[src/rtl/serial_borrow_subtractor_pkg.sv]
// Shared definitions for the digit-serial subtractor: FSM state encoding and
// the step-counter width helper.
package serial_borrow_subtractor_pkg;

    typedef enum logic [1:0] {
        ST_IDLE = 2'd0,
        ST_RUN  = 2'd1,
        ST_DONE = 2'd2
    } state_t;

    // ceil(log2(n)), never less than one bit so N=1 still gets a counter
    function automatic int cnt_width(input int n);
        if (n <= 2) begin
            return 1;
        end
        return $clog2(n);
    endfunction

endpackage

[src/rtl/serial_borrow_subtractor_borrow_digit.sv]
// Combinational DIGIT-bit ripple-borrow slice built from per-bit full subtractors.
module borrow_digit #(
    parameter int DIGIT = 4
) (
    input  logic [DIGIT-1:0] a,
    input  logic [DIGIT-1:0] b,
    input  logic             bin,
    output logic [DIGIT-1:0] diff,
    output logic             bout
);

    logic [DIGIT:0] chain;

    assign chain[0] = bin;

    for (genvar i = 0; i < DIGIT; i++) begin : g_bit
        assign diff[i]      = a[i] ^ b[i] ^ chain[i];
        assign chain[i + 1] = (~a[i] & b[i]) | (~(a[i] ^ b[i]) & chain[i]);
    end

    assign bout = chain[DIGIT];

endmodule

[src/rtl/serial_borrow_subtractor.sv]
// Digit-serial subtractor: Number1 - Number2 - Borrow_i over WIDTH/DIGIT cycles,
// LSB digit first, with valid/ready handshakes on both sides.
module serial_borrow_subtractor
    import serial_borrow_subtractor_pkg::*;
#(
    parameter int WIDTH = 32,
    parameter int DIGIT = 4
) (
    input  logic             Clk_i,
    input  logic             Reset_ni,
    input  logic             Valid_i,
    output logic             Ready_o,
    input  logic [WIDTH-1:0] Number1_i,
    input  logic [WIDTH-1:0] Number2_i,
    input  logic             Borrow_i,
    output logic             Valid_o,
    input  logic             Ready_i,
    output logic [WIDTH-1:0] Result_o,
    output logic             Borrow_o,
    output logic             Overflow_o
);

    localparam int N     = WIDTH / DIGIT;
    localparam int CNT_W = cnt_width(N);

    if (WIDTH % DIGIT != 0) begin : g_width_check
        $error("serial_borrow_subtractor: WIDTH must be a multiple of DIGIT");
    end

    state_t             state_q;
    state_t             state_d;
    logic [CNT_W-1:0]   cnt_q;
    logic [WIDTH-1:0]   a_q;
    logic [WIDTH-1:0]   b_q;
    logic               borrow_q;
    logic [WIDTH-1:0]   result_q;
    logic               borrow_out_q;
    logic               ovf_q;

    logic [DIGIT-1:0]   a_dig;
    logic [DIGIT-1:0]   b_dig;
    logic [DIGIT-1:0]   diff_dig;
    logic               bout_dig;
    logic               last_step;

    // Select the operand digit addressed by the step counter
    always_comb begin
        a_dig = '0;
        b_dig = '0;
        for (int k = 0; k < N; k++) begin
            if (cnt_q == CNT_W'(k)) begin
                a_dig = a_q[k*DIGIT +: DIGIT];
                b_dig = b_q[k*DIGIT +: DIGIT];
            end
        end
    end

    borrow_digit #(
        .DIGIT (DIGIT)
    ) u_slice (
        .a    (a_dig),
        .b    (b_dig),
        .bin  (borrow_q),
        .diff (diff_dig),
        .bout (bout_dig)
    );

    assign last_step = (cnt_q == CNT_W'(N - 1));

    always_comb begin
        state_d = state_q;
        unique case (state_q)
            ST_IDLE: if (Valid_i)   state_d = ST_RUN;
            ST_RUN:  if (last_step) state_d = ST_DONE;
            ST_DONE: if (Ready_i)   state_d = ST_IDLE;
            default:                state_d = ST_IDLE;
        endcase
    end

    always_ff @(posedge Clk_i or negedge Reset_ni) begin
        if (!Reset_ni) begin
            state_q <= ST_IDLE;
        end else begin
            state_q <= state_d;
        end
    end

    // Operand capture, digit stepping and result accumulation
    always_ff @(posedge Clk_i or negedge Reset_ni) begin
        if (!Reset_ni) begin
            cnt_q        <= '0;
            a_q          <= '0;
            b_q          <= '0;
            borrow_q     <= 1'b0;
            result_q     <= '0;
            borrow_out_q <= 1'b0;
            ovf_q        <= 1'b0;
        end else begin
            if (state_q == ST_IDLE && Valid_i) begin
                a_q      <= Number1_i;
                b_q      <= Number2_i;
                borrow_q <= Borrow_i;
                cnt_q    <= '0;
            end
            if (state_q == ST_RUN) begin
                for (int k = 0; k < N; k++) begin
                    if (cnt_q == CNT_W'(k)) begin
                        result_q[k*DIGIT +: DIGIT] <= diff_dig;
                    end
                end
                borrow_q <= bout_dig;
                cnt_q    <= cnt_q + CNT_W'(1);
                if (last_step) begin
                    // The MSB of the result is the top bit of this final digit
                    borrow_out_q <= bout_dig;
                    ovf_q        <= (a_q[WIDTH-1] ^ b_q[WIDTH-1]) &
                                    (diff_dig[DIGIT-1] ^ a_q[WIDTH-1]);
                end
            end
        end
    end

    assign Ready_o    = (state_q == ST_IDLE);
    assign Valid_o    = (state_q == ST_DONE);
    assign Result_o   = result_q;
    assign Borrow_o   = borrow_out_q;
    assign Overflow_o = ovf_q;

endmodule
[config.mk]
export PLATFORM = sky130hd
export DESIGN_NAME = serial_borrow_subtractor
export DESIGN_NICKNAME = d
export VERILOG_FILES = /design/src/rtl/serial_borrow_subtractor_pkg.sv /design/src/rtl/serial_borrow_subtractor_borrow_digit.sv /design/src/rtl/serial_borrow_subtractor.sv
export SDC_FILE = /design/constraint.sdc
export NUM_CORES = 1
export LEC_CHECK = 0
export ABC_CLOCK_PERIOD_IN_PS = 3600
export BUFFER_PORTS_ARGS = -buffer_cell sky130_fd_sc_hd__buf_2
export CAP_MARGIN = 20
export CELL_PAD_IN_SITES_DETAIL_PLACEMENT = 1
export CELL_PAD_IN_SITES_GLOBAL_PLACEMENT = 2
export CORE_ASPECT_RATIO = 0.5
export CORE_MARGIN = 2
export CORE_UTILIZATION = 32
export DETAILED_ROUTE_END_ITERATION = 8
export PLACE_DENSITY_LB_ADDON = 0.1
export SLEW_MARGIN = 20
export SYNTH_ARGS = -nofsm -noshare
export SYNTH_HDL_FRONTEND = slang
export SYNTH_SLANG_ARGS = --single-unit
[constraint.sdc]
create_clock -name Clk_i -period 3.6 [get_ports Clk_i]
set_input_delay 0.36 -clock Clk_i [delete_from_list [all_inputs] [get_ports Clk_i]]
set_output_delay 0.36 -clock Clk_i [all_outputs]
set_load 0.05 [all_outputs]
==> results.sh <==
export IMPL_grt_overflow_total=0
export IMPL_relSlewSlack_pct=38.8
export IMPL_rsz0062_at_grt="yes"
export IMPL_start_util_pct=33.2
export IMPL_cp_data_required_time_ps=3830
export IMPL_routedWlPerCell_um=17.1
export IMPL_setup_tns_final_ps=0
export IMPL_synth_cells=428
export IMPL_diodes=0
export IMPL_clock_skew_ps=8.74
export IMPL_cp_start_kind="register"
export IMPL_end_kind="register"
export IMPL_syn2layout_area_growth_pct=26.0
export IMPL_rows=31
export IMPL_ctsHoldBuffers=0
export IMPL_die_area_sq_um=16300
export IMPL_nets=627
export IMPL_drive_above_1_share_pct=45.4
export IMPL_crit_chain="ha_4 > ha_4 > nor2b_1 > a2111oi_2 > a211o_1 > fa_2 > inv_2 > fa_2 > fa_2 > fa_1 > buf_6 > mux2_2"
export IMPL_cp_top_family="adder cells"
export IMPL_first_global_vias=3895
export IMPL_avgSynthCellArea_sq_um=11.4
export IMPL_status="completed"
export IMPL_crit_fanout=8
export IMPL_hpwl_mm=9.82
export IMPL_fp_dieW_um=179
export IMPL_detail_route_first_pass_iterations=4
export IMPL_fmax_mhz=281
export IMPL_routed_wl_mm=12.9
export IMPL_grt_usage_pct=16.6
export IMPL_min_path_type="primary input to asynchronous set/reset pin"
export IMPL_cts_max_level=3
export IMPL_antenna_found_initial=0
export IMPL_cts_sinks=104
export IMPL_routabilityCongestion=0.825
export IMPL_seq_area_sq_um=2610
export IMPL_worst_path_buf_inv=2
export IMPL_ys_warn_count=0
export IMPL_grt_pass1_wl_mm=20.8
export IMPL_die_h_um=91.4
export IMPL_min_period_ps=3560
export IMPL_clk_pin_slew_worst_paths_ps=70
export IMPL_design_core_area_sq_um=14700
export IMPL_root_buffer="clkbuf_16"
export IMPL_ys_ff_latch=104
export IMPL_drtAntennaViolNets=0
export IMPL_cp_arrival_ps=3790
export IMPL_cts_tree="built"
export IMPL_fin_crit_sh_pct=99.0
export IMPL_multi_input_area_sq_um=2120
export IMPL_cpPeakStageDelay_ps=510
export IMPL_vias_per_cell=4.82
export IMPL_crit_slowest_cell="fa_1"
export IMPL_clk_path_buf_depth=2
export IMPL_tightest_slew_ps=915
export IMPL_vias=3618
export IMPL_synthesis_area_sq_um=4890
export IMPL_n_fill_cell=1665
export IMPL_drc_errors=0
export IMPL_grt_max_degree=55
export IMPL_setup_viol=0
export IMPL_drtIter0Drc=147
export IMPL_hold_viol_final=0
export IMPL_cap_violations=0
export IMPL_io_buffers=104
export IMPL_cts_buffers=9
export IMPL_synth_distinct_cells=36
export IMPL_syn_num_nets=507
export IMPL_ios=105
export IMPL_clock_latency_ps=340
export IMPL_synth_seq_area_share_pct=53.3
export IMPL_slew_viol_final=0
export IMPL_cp_common_cell="fa_2"
export IMPL_post_route_util_pct=41.9
export IMPL_worst_setup_path_type="register to register"
## registers in the layout, summed over array words and instances, names as in the netlist
register / count
Borrow_o: 1
Overflow_o: 1
Result_o: 32
a_q: 32
b_q: 32
borrow_q: 1
cnt_q: 3
state_q: 2
## cells in the mapped netlist, drive strengths merged
cell type | number | area [sq um]
a2111oi | 3 | 26.3
a211o | 1 | 8.76
a21oi | 17 | 85.1
a221o | 1 | 10.0
a221oi | 3 | 26.3
a31oi | 5 | 31.3
a32o | 3 | 30.0
a32oi | 2 | 17.5
buf | 21 | 153
clkbuf | 6 | 22.5
clkinv | 1 | 3.75
dfrtp | 104 | 2600
fa | 4 | 80.1
ha | 6 | 75.1
inv | 20 | 75.1
mux2 | 73 | 822
nand2 | 59 | 224
nand2b | 5 | 31.3
nand3 | 8 | 55.1
nor2 | 12 | 45.0
nor2b | 14 | 87.6
nor3 | 2 | 10.0
nor3b | 7 | 62.6
o211ai | 5 | 37.5
o21ai | 35 | 175
o21bai | 1 | 7.51
o22ai | 1 | 6.26
o31ai | 3 | 22.5
o32ai | 5 | 43.8
or2 | 1 | 8.76
## metrics by stage
stage               instance area [sq um]  std cells  worst slack [ps]  hold slack, ps
global route                         6160        751             -91.8             123
global placement                     5750        733             -47.8             464
CTS                                  6090        749             -29.9            88.9
finish                               6160        751              37.5            56.7
floorplan                            4920        428             -31.1            64.4
detailed placement                   5750        733              -214             467
## cell usage in the layout, fill, tap and decap left out, drive strengths merged, types with 7 or more instances in the layout
cell type and n:
buf 136, dfrtp 104, mux2 73, nand2 59, o21ai 35, inv 21
a21oi 17, nor2b 14, nor2 12, clkbuf 11, nand3 8, nor3b 7
## logic make-up (layout without fill, tap and decap cells)
| family | count (synthesis) | after routing | synth area share [%] |
|---|---|---|---|
| and+or+nand+nor | 108 | 108 | 10.7 |
| AOI/OAI and AO/OA | 85 | 85 | 10.8 |
| buffers and inverters | 48 | 173 | 5.20 |
| muxes | 73 | 73 | 16.8 |
| DFF | 104 | 104 | 53.3 |
| adders and majority gates | 10 | 10 | 3.18 |
## repair_timing
item | in CTS | in global routing
endpoints found under the setup margin | 9 | 9
buffers inserted | 0 | 2
resized for setup | 11 | 14
pin swaps | 2 | 9
## layer usage
layer / vias to the layer above / global-route usage, % / wire, um
met4: 0 / 2.57 / 69
met2: 70 / 26.1 / 5770
met3: 8 / 3.77 / 561
met5: - / 0 / 0
met1: 1819 / 23.7 / 6450
li1: 1721 / - / -
## final cells by class
type / count / area share [%]
sequential: 104 / 42.3
multi-input combinational: 276 / 34.5
timing repair buffer: 136 / 12.9
tap: 198 / 4.02
clock buffer: 11 / 3.94
inverter: 21 / 1.36
clock inverter: 5 / 1.04
## path summary, 6_finish.rpt
path	from	end	slack [ps]	cells after the start
hold reg to reg	Result_o[24]$_DFFE_PN0P_	Result_o[24]$_DFFE_PN0P_	480	2
hold / removal	Reset_ni	b_q[10]$_DFFE_PN0P_	60	1
setup reg to reg	cnt_q[0]$_DFFE_PN0P_	Result_o[3]$_DFFE_PN0P_	40	12
max in group asynchronous	Reset_ni	cnt_q[0]$_DFFE_PN0P_	2770	2
min in group Clk_i	Number2_i[14]	b_q[14]$_DFFE_PN0P_	230	3
setup / recovery	cnt_q[0]$_DFFE_PN0P_	Result_o[3]$_DFFE_PN0P_	40	12
Power is not shown: default switching activity piles up to over one toggle a cycle in this logic, so the estimate is an artifact.
